===== src/rtl/serial_sub_pkg.sv =====
// ---------------------------------------------------------------------------
// serial_sub_pkg
// Shared definitions for the bit-serial subtractor controller.
//   - FSM state encodings (IDLE / RUN / DONE) as 2-bit constants.
//   - borrow_out(): reference borrow-out of a multi-bit subtraction
//     a - b - bin, treating a and b as unsigned values of up to 32 bits.
// ---------------------------------------------------------------------------
package serial_sub_pkg;

    localparam logic [1:0] ST_IDLE = 2'd0;
    localparam logic [1:0] ST_RUN  = 2'd1;
    localparam logic [1:0] ST_DONE = 2'd2;

    // 1 when a < b + bin; computed one bit wider so b + bin cannot wrap.
    function automatic logic borrow_out(input logic [31:0] a,
                                        input logic [31:0] b,
                                        input logic        bin);
        logic [32:0] lhs;
        logic [32:0] rhs;
        lhs = {1'b0, a};
        rhs = {1'b0, b} + {32'd0, bin};
        return (lhs < rhs);
    endfunction

endpackage : serial_sub_pkg


===== src/rtl/serial_sub_ctrl_fullsub.sv =====
// ---------------------------------------------------------------------------
// fullsub
// Combinational 1-bit full subtractor: computes i_a - i_b - i_c.
// Ports:
//   i_a      minuend bit
//   i_b      subtrahend bit
//   i_c      borrow-in
//   o_diff   difference bit
//   o_borrow borrow-out
// ---------------------------------------------------------------------------
module fullsub (
    input  logic i_a,
    input  logic i_b,
    input  logic i_c,
    output logic o_diff,
    output logic o_borrow
);

    assign o_diff   = i_a ^ i_b ^ i_c;
    assign o_borrow = (~i_a & i_c) | (i_b & i_c) | (~i_a & i_b);

endmodule : fullsub


===== src/rtl/serial_sub_ctrl.sv =====
// ---------------------------------------------------------------------------
// serial_sub_ctrl
// Bit-serial subtractor controller. Operands are accepted in IDLE, then one
// bit pair per cycle (LSB first) is pushed through a single fullsub cell.
// The borrow is carried between bits in a register and the difference is
// assembled MSB-first into a right-shifting result register. The result is
// held in DONE until the consumer takes it.
//
// Handshake: a transfer happens on a rising edge where valid and ready are
// both high. Input side: i_valid/o_ready (o_ready high only in IDLE).
// Output side: o_valid/i_ready (o_valid high only in DONE, and o_diff /
// o_borrow do not change while o_valid is high).
//
// Ports:
//   i_clk, i_rst       clock (rising edge), synchronous active-high reset
//   i_valid, o_ready   operand handshake
//   i_a, i_b, i_bin    minuend, subtrahend, borrow-in (sampled at accept)
//   o_valid, i_ready   result handshake
//   o_diff, o_borrow   (a - b - bin) mod 2^WIDTH and final borrow-out
//   o_busy             high while bits are being processed
// ---------------------------------------------------------------------------
module serial_sub_ctrl
    import serial_sub_pkg::*;
#(
    parameter int WIDTH = 8
) (
    input  logic             i_clk,
    input  logic             i_rst,
    input  logic             i_valid,
    output logic             o_ready,
    input  logic [WIDTH-1:0] i_a,
    input  logic [WIDTH-1:0] i_b,
    input  logic             i_bin,
    output logic             o_valid,
    input  logic             i_ready,
    output logic [WIDTH-1:0] o_diff,
    output logic             o_borrow,
    output logic             o_busy
);

    localparam int CNT_W = $clog2(WIDTH + 1);
    // Counter value on the edge that processes the MSB.
    localparam logic [CNT_W-1:0] LAST_BIT = CNT_W'(WIDTH - 1);

    logic [1:0]       state_q, state_d;
    logic [CNT_W-1:0] cnt_q,   cnt_d;
    logic [WIDTH-1:0] a_q,     a_d;
    logic [WIDTH-1:0] b_q,     b_d;
    logic             br_q,    br_d;
    logic [WIDTH-1:0] res_q,   res_d;

    logic cell_diff;
    logic cell_borrow;

    fullsub u_fullsub (
        .i_a      (a_q[0]),
        .i_b      (b_q[0]),
        .i_c      (br_q),
        .o_diff   (cell_diff),
        .o_borrow (cell_borrow)
    );

    always_comb begin
        state_d = state_q;
        cnt_d   = cnt_q;
        a_d     = a_q;
        b_d     = b_q;
        br_d    = br_q;
        res_d   = res_q;
        case (state_q)
            ST_IDLE: begin
                if (i_valid) begin
                    a_d     = i_a;
                    b_d     = i_b;
                    br_d    = i_bin;
                    cnt_d   = '0;
                    state_d = ST_RUN;
                end
            end
            ST_RUN: begin
                a_d   = a_q >> 1;
                b_d   = b_q >> 1;
                br_d  = cell_borrow;
                // New bit enters at the MSB; after WIDTH shifts bit 0 of the
                // difference has reached bit 0 of the register.
                res_d = res_q >> 1;
                res_d[WIDTH-1] = cell_diff;
                cnt_d = cnt_q + 1'b1;
                if (cnt_q == LAST_BIT) begin
                    state_d = ST_DONE;
                end
            end
            ST_DONE: begin
                if (i_ready) begin
                    state_d = ST_IDLE;
                end
            end
            default: begin
                state_d = ST_IDLE;
            end
        endcase
    end

    always_ff @(posedge i_clk) begin
        if (i_rst) begin
            state_q <= ST_IDLE;
            cnt_q   <= '0;
            a_q     <= '0;
            b_q     <= '0;
            br_q    <= 1'b0;
            res_q   <= '0;
        end else begin
            state_q <= state_d;
            cnt_q   <= cnt_d;
            a_q     <= a_d;
            b_q     <= b_d;
            br_q    <= br_d;
            res_q   <= res_d;
        end
    end

    assign o_ready  = (state_q == ST_IDLE);
    assign o_busy   = (state_q == ST_RUN);
    assign o_valid  = (state_q == ST_DONE);
    // After the last bit edge the borrow register holds the final borrow.
    assign o_diff   = res_q;
    assign o_borrow = br_q;

endmodule : serial_sub_ctrl

===== config.mk =====
export PLATFORM = sky130hd
export DESIGN_NAME = serial_sub_ctrl
export DESIGN_NICKNAME = d
export VERILOG_FILES = /design/src/rtl/serial_sub_pkg.sv /design/src/rtl/serial_sub_ctrl_fullsub.sv /design/src/rtl/serial_sub_ctrl.sv
export SDC_FILE = /design/constraint.sdc
export NUM_CORES = 1
export LEC_CHECK = 0
export BUFFER_PORTS_ARGS = -buffer_cell sky130_fd_sc_hd__buf_2
export CORE_MARGIN = 1
export CORE_UTILIZATION = 55
export CTS_CLUSTER_DIAMETER = 40
export DETAILED_ROUTE_END_ITERATION = 7
export PLACE_DENSITY = 0.83
export SLEW_MARGIN = 20
export SYNTH_ARGS = -nofsm -noshare
export SYNTH_HDL_FRONTEND = slang
export SYNTH_SLANG_ARGS = --single-unit

===== constraint.sdc =====
create_clock -name i_clk -period 3.6 [get_ports i_clk]
set_input_delay 0.54 -clock i_clk [delete_from_list [all_inputs] [get_ports i_clk]]
set_output_delay 0.54 -clock i_clk [all_outputs]
set_load 0.03 [all_outputs]

======== Word-level counts from Yosys, hierarchy flattened ========
Index checks and enable logic that the tools add are counted.
operators by class
  add/subtract/negate cells ............... 1
  reduce and logical (&&, ||, !) cells .... 4
  eq/ne operators ......................... 6
  bitwise gates (word level) .............. 8
  mux-type cells .......................... 12
operators with widths
  operator             count
  $pmux 8 s2           2
  $mux 8               2
  $pmux 4 s2           1
  $mux 2               3
  $pmux 2 s3           1
  $add 4x1->4 const B  1
  $eq 4x3->1 const B   1
  $mux 4               1
  $ne 2x1->1 const B   2
  $and 1x1->1          3
  $reduce_and 3->1     1
  $eq 2x1->1 const B   1
  $eq 2x2->1 const B   1
  $logic_not 2->1      1
  $ne 2x2->1 const B   1
  $or 1x1->1           2
  $pmux 1 s2           1
  $reduce_and 2->1     1
  $reduce_bool 2->1    1
  $xor 1x1->1          2
  $mux 1               1
  $not 1->1            1
word-level totals
  output and inout port bits .............. 12
  register bits ........................... 31

======== Longest topological paths before layout ========
Gate-level depths: netlist of the first run.
  depth after elaboration ................. 5
  mapped depth ............................ 5
  depth with buffers taken out ............ 4

======== Hierarchy ========
Synthesis of the first run repeated with hierarchy kept, for this count alone.
unflattened totals
  cell total of the unflattened synthesis .. 158
  area, all modules ....................... 1382.6 µm²
by module, submodules not included
  module           area an instance (µm²)  cells each  times used  sequential area each (µm²)
  serial_sub_ctrl  1355.0                  155         1           620.6
  fullsub          27.5                    3           1           0.0

======== Worst setup path before layout of the first run ========
Ideal clock, no wire load.
  path kind ............................... register to output
  from .................................... reg state_q[0]
  to ...................................... out o_ready
  arrival time ............................ 971 ps
  buffers on the path ..................... 1
  required time ........................... 3060 ps
  slack ................................... 2089 ps
  stages on the path, launching flop included .. 3
  cell sequence ........................... dfxtp_1 buf_2 nor2_1
between the ends
  cells in the longest elaborated chain, start to end .. 1
ends and longest elaborated chain
  item                      RTL line                RTL
  start: declaration        serial_sub_ctrl.sv:45   logic [1:0] state_q, state_d;
  start signal: assignment  serial_sub_ctrl.sv:113  state_q <= state_d;
  $logic_not 2->1           serial_sub_ctrl.sv:122  assign o_ready = (state_q == ST_IDLE);
  end: declaration          serial_sub_ctrl.sv:30   output logic o_ready,
No other way between the ends.

======== Worst setup path after layout of the first run ========
  from .................................... reg state_q[0]
  to ...................................... out o_busy
between the ends
  cells in the longest elaborated chain, start to end .. 1
ends and longest elaborated chain
  item              RTL line                RTL
  $eq 2x1->1        serial_sub_ctrl.sv:123  assign o_busy = (state_q == ST_RUN);
  end: declaration  serial_sub_ctrl.sv:38   output logic o_busy
No other way between the ends.

==> summary.txt, run 1 <==
Setup path
  • Worst Setup Start Kind: flip-flop
  • R2R Path Start: state_q[0]
  • Crit Path Max Fanout: 16
  • CP Launch Point: state_q[0]
  • Crit-path cells: nand2b_1, inv_1, buf_2
  • CP Buf/Inv Count: 2
  • Crit path kind: reg -> out
  • CP arrival: 1960 ps
  • Top Family by Delay on Critical Path: buffers and inverters
  • Flop2flop setup slack: roughly 1800 ps
  • Worst stage delay on the critical path: around 630 ps
  • Worst setup EP type: output port
  • Required time of the worst setup path: 3060 ps
  • CP max stage cell: dfxtp_1

Yosys
  • Leading area contributor after synthesis: dfxtp_1
  • Post-synth top area share: 0.482
  • Ys Warns: 0
  • Sequential area share after synthesis: 0.482
  • Synth Cell Area: 1290 um2
  • Syn Area/Cell: 8.59 um2
  • Post-Syn Nets: between 150 and 200
  • Top cells by area, synth: dfxtp_1 (48%), a211oi_1 (9.3%), nor2_1 (8.2%)
  • Post-Synthesis Cells: 150
  • Count of state elements after synthesis: 31
  • Distinct cell type count after synthesis: 27

CTS
  • Hold Buf Count CTS: 0
  • Post-CTS Setup Repair Bufs: 0
  • CTS max path bufs: 2
  • Cts bufs inserted: 5
  • # clock sinks: 31
  • Clock transition at path regs: 90 ps
  • CTS tree: done
  • Post-cts resize count: 0
  • Worst-Skew Late Latency: 330 ps
  • Root buf cell: clkbuf_4
  • Htree depth: 2

Layout
  • Final nets: 201
  • Layout cells sized above 1: 0.218
  • Final core occ: 0.679
  • Fillers: 196
  • Sequential Area: 621 um2
  • Most frequent cells in the layout: buf_2 (32), dfxtp_1 (31), nor2_1 (28), a211oi_1 (16), nand2_1 (16)
  • Commonest non-fill, non-tap cell in the layout: buf_2
  • Non-filler cells, final: between 200 and 250
  • Footprint of the multi-input gates: 598 um2
  • Post-route design area: between 1500 and 2000 um2
  • Antenna cells: 0
  • Area delta synth->final: 16.5%

Timing
  • Relative slew slack: 0.594
  • Slew @ Worst Pin: 609 ps
  • Max Slew Vio Count: 0
  • Setup TNS: 0 ps
  • Period minus WS final: 2500 ps
  • Hold_ws: 453 ps
  • Final hold vios: 0
  • Setup violations, final: 0
  • Final Cycle Share: 0.693
  • Clk_skew: around 8 ps
  • Fmax: ~400 MHz
  • RSZ-0062 raised after global routing: no
  • Setup WS post-layout: ~1100 ps

Placed design
  • HPWL after DPL: 1.86 mm
  • Setup slack at placement: 1460 ps
  • Placed Cells: 199
  • Placed cell area: 1430 um2
  • GP Congestion: between 0.7 and 0.8
  • IO buf count: 32

GRT
  • Met1 layer usage reported by global route: 0.316
  • Congestion Overflow GR: 0
  • Initial antenna violation count: 0
  • Global route hottest layer: met2
  • Met3 track demand over resource: 0.0909
  • First-pass GRT wire length: 4.46 mm
  • Met2 Use GR: 0.360
  • Pin count of the biggest net entering global routing: 32
  • GRT Util Overall: 0.240
  • Vias in the first global route: between 1000 and 1500

Status
  • Status: completed

Die
  • Core Rows: 17
  • Die height: between 50 and 60 um
  • Die Wd: 50.4 um
  • Die footprint: between 2000 and 3000 um2
  • I/O pin count: 33
  • Core box area: 2210 um2
  • Initial Util: 0.583

Flow run
  • Max-Cap Viols: 0

Pwr
  • Peak VDD IR: 0.340 mV
  • Pleak: 0.640 nW
  • Total power: 696 uW
  • Power per Cell Area: 464 nW/um2

Routing
  • Initial DRC Count: 25
  • TritonRoute pass-1 iters: 6
  • Vias per inst: roughly 5.6
  • Routed Wire Length: 2.76 mm
  • Antenna Nets Post-Route: 0
  • Via count: 1164
  • WL/cell: 13.3 um
  • # DRC: 0

Worst hold path
  • Hold/Removal Path Class: in -> reg
  • Hold wc startpoint: i_bin
## power by group
part	switching (mW)	internal, mW
registers	0.0154	0.363
clock network	0.113	0.115
logic	0.0539	0.0360
total	0.182	0.514
## worst min-delay path: stages
cell and delay, ps:
buf_2 100, nand2_1 50, a211oi_1 50
## registers in the layout, summed over array words and instances, names as in the netlist
name      count
b_q           8
state_q       2
o_borrow      1
o_diff        8
cnt_q         4
a_q           8
## cell usage after synthesis (all sizes together)
library cell  instances
a211oi               16
a21oi                 9
fa                    1
dfxtp                31
a32oi                 2
inv                   5
o22ai                 7
nand2b                2
a221oi                1
a31oi                 1
nor2                 28
nor2b                 1
clkbuf                6
and4b                 1
o21bai                1
o2bb2ai               7
buf                   5
a22oi                 2
o211a                 1
nand2                16
ha                    1
o21ba                 1
nor3                  2
nand3                 2
or3                   1
## path summary, 6_finish.rpt
check / to / cells after the start
setup / recovery: o_busy / 3
hold reg to reg: o_diff[2] / 2
setup reg to reg: o_borrow / 4
hold / removal: o_borrow / 3
## layout make-up
type,instances,share of cell area
Clock buffer,8,0.0458
Timing Repair Buffer,32,0.107
Multi-Input combinational cell,103,0.398
Sequential cell,31,0.413
Inverter,5,0.0125
Tap cell,28,0.0233
## kinds of logic after synthesis
logic type / count (synthesis) / synth area share
buffers and inverters: 16 / 0.0544
flip-flops: 31 / 0.482
AND/OR/NAND/NOR: 53 / 0.171
adder cells (fa/ha/maj): 2 / 0.0252
AO/OA/AOI/OAI: 48 / 0.268
## per-layer routing
metal	share of wire	up-vias
li1	-	594
met1	0.46	527
met2	0.47	37
met3	0.056	6
met4	0.015	0
met5	0	-
Power figures use the tool's default switching activity.
==> inputs of run 2 (changes only) <==
--- a/config.mk
+++ b/config.mk
@@ -5,12 +5,13 @@
 export SDC_FILE = /design/constraint.sdc
 export NUM_CORES = 1
 export LEC_CHECK = 0
+export ABC_AREA = 1
 export BUFFER_PORTS_ARGS = -buffer_cell sky130_fd_sc_hd__buf_2
 export CORE_MARGIN = 1
-export CORE_UTILIZATION = 55
+export CORE_UTILIZATION = 52
 export CTS_CLUSTER_DIAMETER = 40
 export DETAILED_ROUTE_END_ITERATION = 7
-export PLACE_DENSITY = 0.83
+export PLACE_DENSITY = 0.78
 export SLEW_MARGIN = 20
 export SYNTH_ARGS = -nofsm -noshare
 export SYNTH_HDL_FRONTEND = slang
==> constraint.sdc (replaced) <==
create_clock -name i_clk -period 2.55 [get_ports i_clk]
set_input_delay 0.3825 -clock i_clk [delete_from_list [all_inputs] [get_ports i_clk]]
set_output_delay 0.3825 -clock i_clk [all_outputs]
set_load 0.03 [all_outputs]
==> run 2 against run 1 <==
Effect of this change: combinational power grew to 2.8 times the previous value; via count grew 17%; routed wire length up 6.1%.
==> summary.txt, run 2 <==
Status
  • Status: completed

Routing
  • Via count: 1365
  • Antenna Nets Post-Route: 0
  • Vias per inst: 5.04
  • WL/cell: approximately 11 um
  • Initial DRC Count: 22
  • Routed Wire Length: 2.92 mm
  • TritonRoute pass-1 iters: 4
  • # DRC: 0

Yosys
  • Synth Area in Adders: 0.0228
  • Largest family of logic cells by synthesized area: simple AND/OR/NAND/NOR gates
  • Count of state elements after synthesis: 31
  • EDFF count, synth: 0
  • Top cells by area, synth: dfxtp_1 (44%), nand2_1 (12%), nand3_1 (11%)
  • Post-Syn Nets: roughly 230
  • Syn Area/Cell: about 6.8 um2
  • Distinct cell type count after synthesis: 17
  • Post-Synth XOR/XNOR Area: 0
  • Top-count cell post-synth: nand2_1
  • Synth async-reset ratio: 0
  • Post-synth top area share: 0.435
  • Top FF cell, synth: dfxtp_1
  • Leading area contributor after synthesis: dfxtp_1
  • Post-synthesis simple-gate area fraction: 0.358
  • Post-synthesis mux area share: 0
  • Ys Warns: 0
  • Post-Synthesis Cells: 210
  • Sequential area share after synthesis: 0.435
  • Synth Cell Area: between 1000 and 1500 um2
  • Synth top cells by count: nand2_1 (45), nor2_1 (40), dfxtp_1 (31), nand3_1 (31), inv_1 (23)
  • Post-synthesis compound-gate area fraction: 0.0772

GRT
  • Congestion Overflow GR: 0
  • First-pass GRT wire length: 4.93 mm
  • Initial antenna violation count: 0
  • Vias in the first global route: 1160
  • Pin count of the biggest net entering global routing: 19
  • GRT Util Overall: 0.237

Layout
  • Area delta synth->final: 14.5%
  • Antenna cells: 0
  • Most frequent cells in the layout: nand2_1 (45), nor2_1 (40), buf_2 (32), nand3_1 (31), dfxtp_1 (31)
  • Fillers: 245
  • Commonest non-fill, non-tap cell in the layout: nand2_1
  • Final nets: 264
  • Layout cells sized above 1: 0.195

Worst hold path
  • Hold/Removal Path Class: in -> reg
  • Hold wc startpoint: i_b[7]
  • Hold Path Stages: 3
  • Worst Hold End: b_q[7]

Setup path
  • CP arrival: 1550 ps
  • Crit Path Max Fanout: 10
  • Crit path kind: reg -> out
  • R2r worst-path depth: 8
  • Worst setup EP type: output port
  • FF-to-FF End: b_q[5]
  • Worst Setup Start Kind: flip-flop
  • R2R Path Start: state_q[0]
  • Required time of the worst setup path: roughly 2200 ps
  • Flop2flop setup slack: 1000 ps

Timing
  • Setup WS post-layout: 620 ps
  • Final Cycle Share: 0.757
  • Setup violations, final: 0
  • Period minus WS final: 1930 ps
  • Fmax: 518 MHz
  • Clk_skew: 12.4 ps
  • Final hold vios: 0
  • Relative slew slack: 0.591
  • Max Slew Vio Count: 0
  • RSZ-0062 raised after global routing: no
  • Setup TNS: 0 ps
  • Slew @ Worst Pin: slightly above 600 ps

Die
  • Die Wd: 54.4 um
  • Die height: 54.4 um
  • Die footprint: between 2000 and 3000 um2
  • Initial Util: 0.560
  • Core Rows: 18
  • Core box area: roughly 2500 um2
  • I/O pin count: 33

Flow run
  • Max-Cap Viols: 0

CTS
  • Hold Buf Count CTS: 0
  • Clock transition at path regs: 100 ps
  • CTS max path bufs: 2
  • # clock sinks: 31
  • Root buf cell: clkbuf_4
  • CTS tree: done
  • Post-CTS Setup Repair Bufs: 0
  • Worst-Skew Late Latency: 330 ps
  • Post-cts resize count: 0
  • Htree depth: 2
  • Cts bufs inserted: 5

Pwr
  • Power per Cell Area: 669 nW/um2
  • Switch Pwr: around 360 uW
  • Pleak: approximately 0.83 nW
  • Sw frac: 0.327
  • Peak VDD IR: about 0.54 mV
  • Comb pwr share: 0.229
  • Reg power frac: 0.508
  • Cell Int Power: 736 uW
  • Clock Power Share: 0.263

Placed design
  • HPWL after DPL: about 2.0 mm
  • Setup slack at placement: 967 ps
  • IO buf count: 32
  • GP Congestion: 0.751
-- run 2: per-layer routing --
| layer | vias to the layer above | global-route usage | part of all wire |
|---|---|---|---|
| li1 | 717 | - | - |
| met1 | 608 | 0.293 | 0.50 |
| met2 | 35 | 0.390 | 0.43 |
| met3 | 5 | 0.0611 | 0.051 |
| met4 | 0 | 0.0897 | 0.013 |
| met5 | - | 0 | 0 |
-- run 2: cell families (layout without fill, tap and decap cells) --
family | after synthesis | count (layout)
flip-flops | 31 | 31
adder cells (fa/ha/maj) | 2 | 2
AND/OR/NAND/NOR | 121 | 121
AO/OA/AOI/OAI | 22 | 22
buffers and inverters | 34 | 65
-- run 2: final cells by class --
| class | instances | area, um2 | area share |
|---|---|---|---|
| Tap cell | 30 | 37.5 | 0.0230 |
| Sequential cell | 31 | 621 | 0.380 |
| Multi-Input combinational cell | 145 | 653 | 0.400 |
| Clock inverter | 1 | 5.00 | 0.00307 |
| Timing Repair Buffer | 34 | 175 | 0.107 |
| Inverter | 24 | 90.1 | 0.0552 |
| Clock buffer | 6 | 51.3 | 0.0314 |
-- run 2: metrics by stage --
step           total power [mW]  std cells  utilization  area, um2  hold slack [ps]
2_1_floorplan             0.755        210            -       1430              445
3_3_place_gp              0.813        264        0.619       1580              461
3_5_place_dp              0.818        264        0.619       1580              461
4_1_cts                    1.10        271        0.642       1630              281
5_1_grt                    1.16        271        0.642       1630              296
6_report                   1.09        271        0.642       1630              287
-- run 2: how the worst max path moves through the flow --
stage / depth (start not counted) / end / from / slack [ps]
global route: 4 / o_busy / state_q[0] / 490
floorplan: 2 / o_valid / state_q[1] / 1280
CTS: 4 / o_busy / state_q[0] / 600
finish: 4 / o_busy / state_q[0] / 620
detailed placement: 4 / o_busy / state_q[0] / 970
global placement: 4 / o_busy / state_q[0] / 1020
-- run 2: power groups by stage --
| stage | Clock, mW | Combinational [mW] | Sequential (mW) |
|---|---|---|---|
| 2_1_floorplan | 0 | 0.164 | 0.591 |
| 3_3_place_gp | 0 | 0.248 | 0.565 |
| 3_5_place_dp | 0 | 0.251 | 0.566 |
| 4_1_cts | 0.294 | 0.252 | 0.555 |
| 5_1_grt | 0.317 | 0.284 | 0.561 |
| 6_report | 0.288 | 0.250 | 0.555 |
-- run 2: critical path, cell delays in order, from the launching register on --
cell and delay (ps):
dfxtp_1 490, inv_1 90, nor2_2 220, buf_4 210, buf_2 210
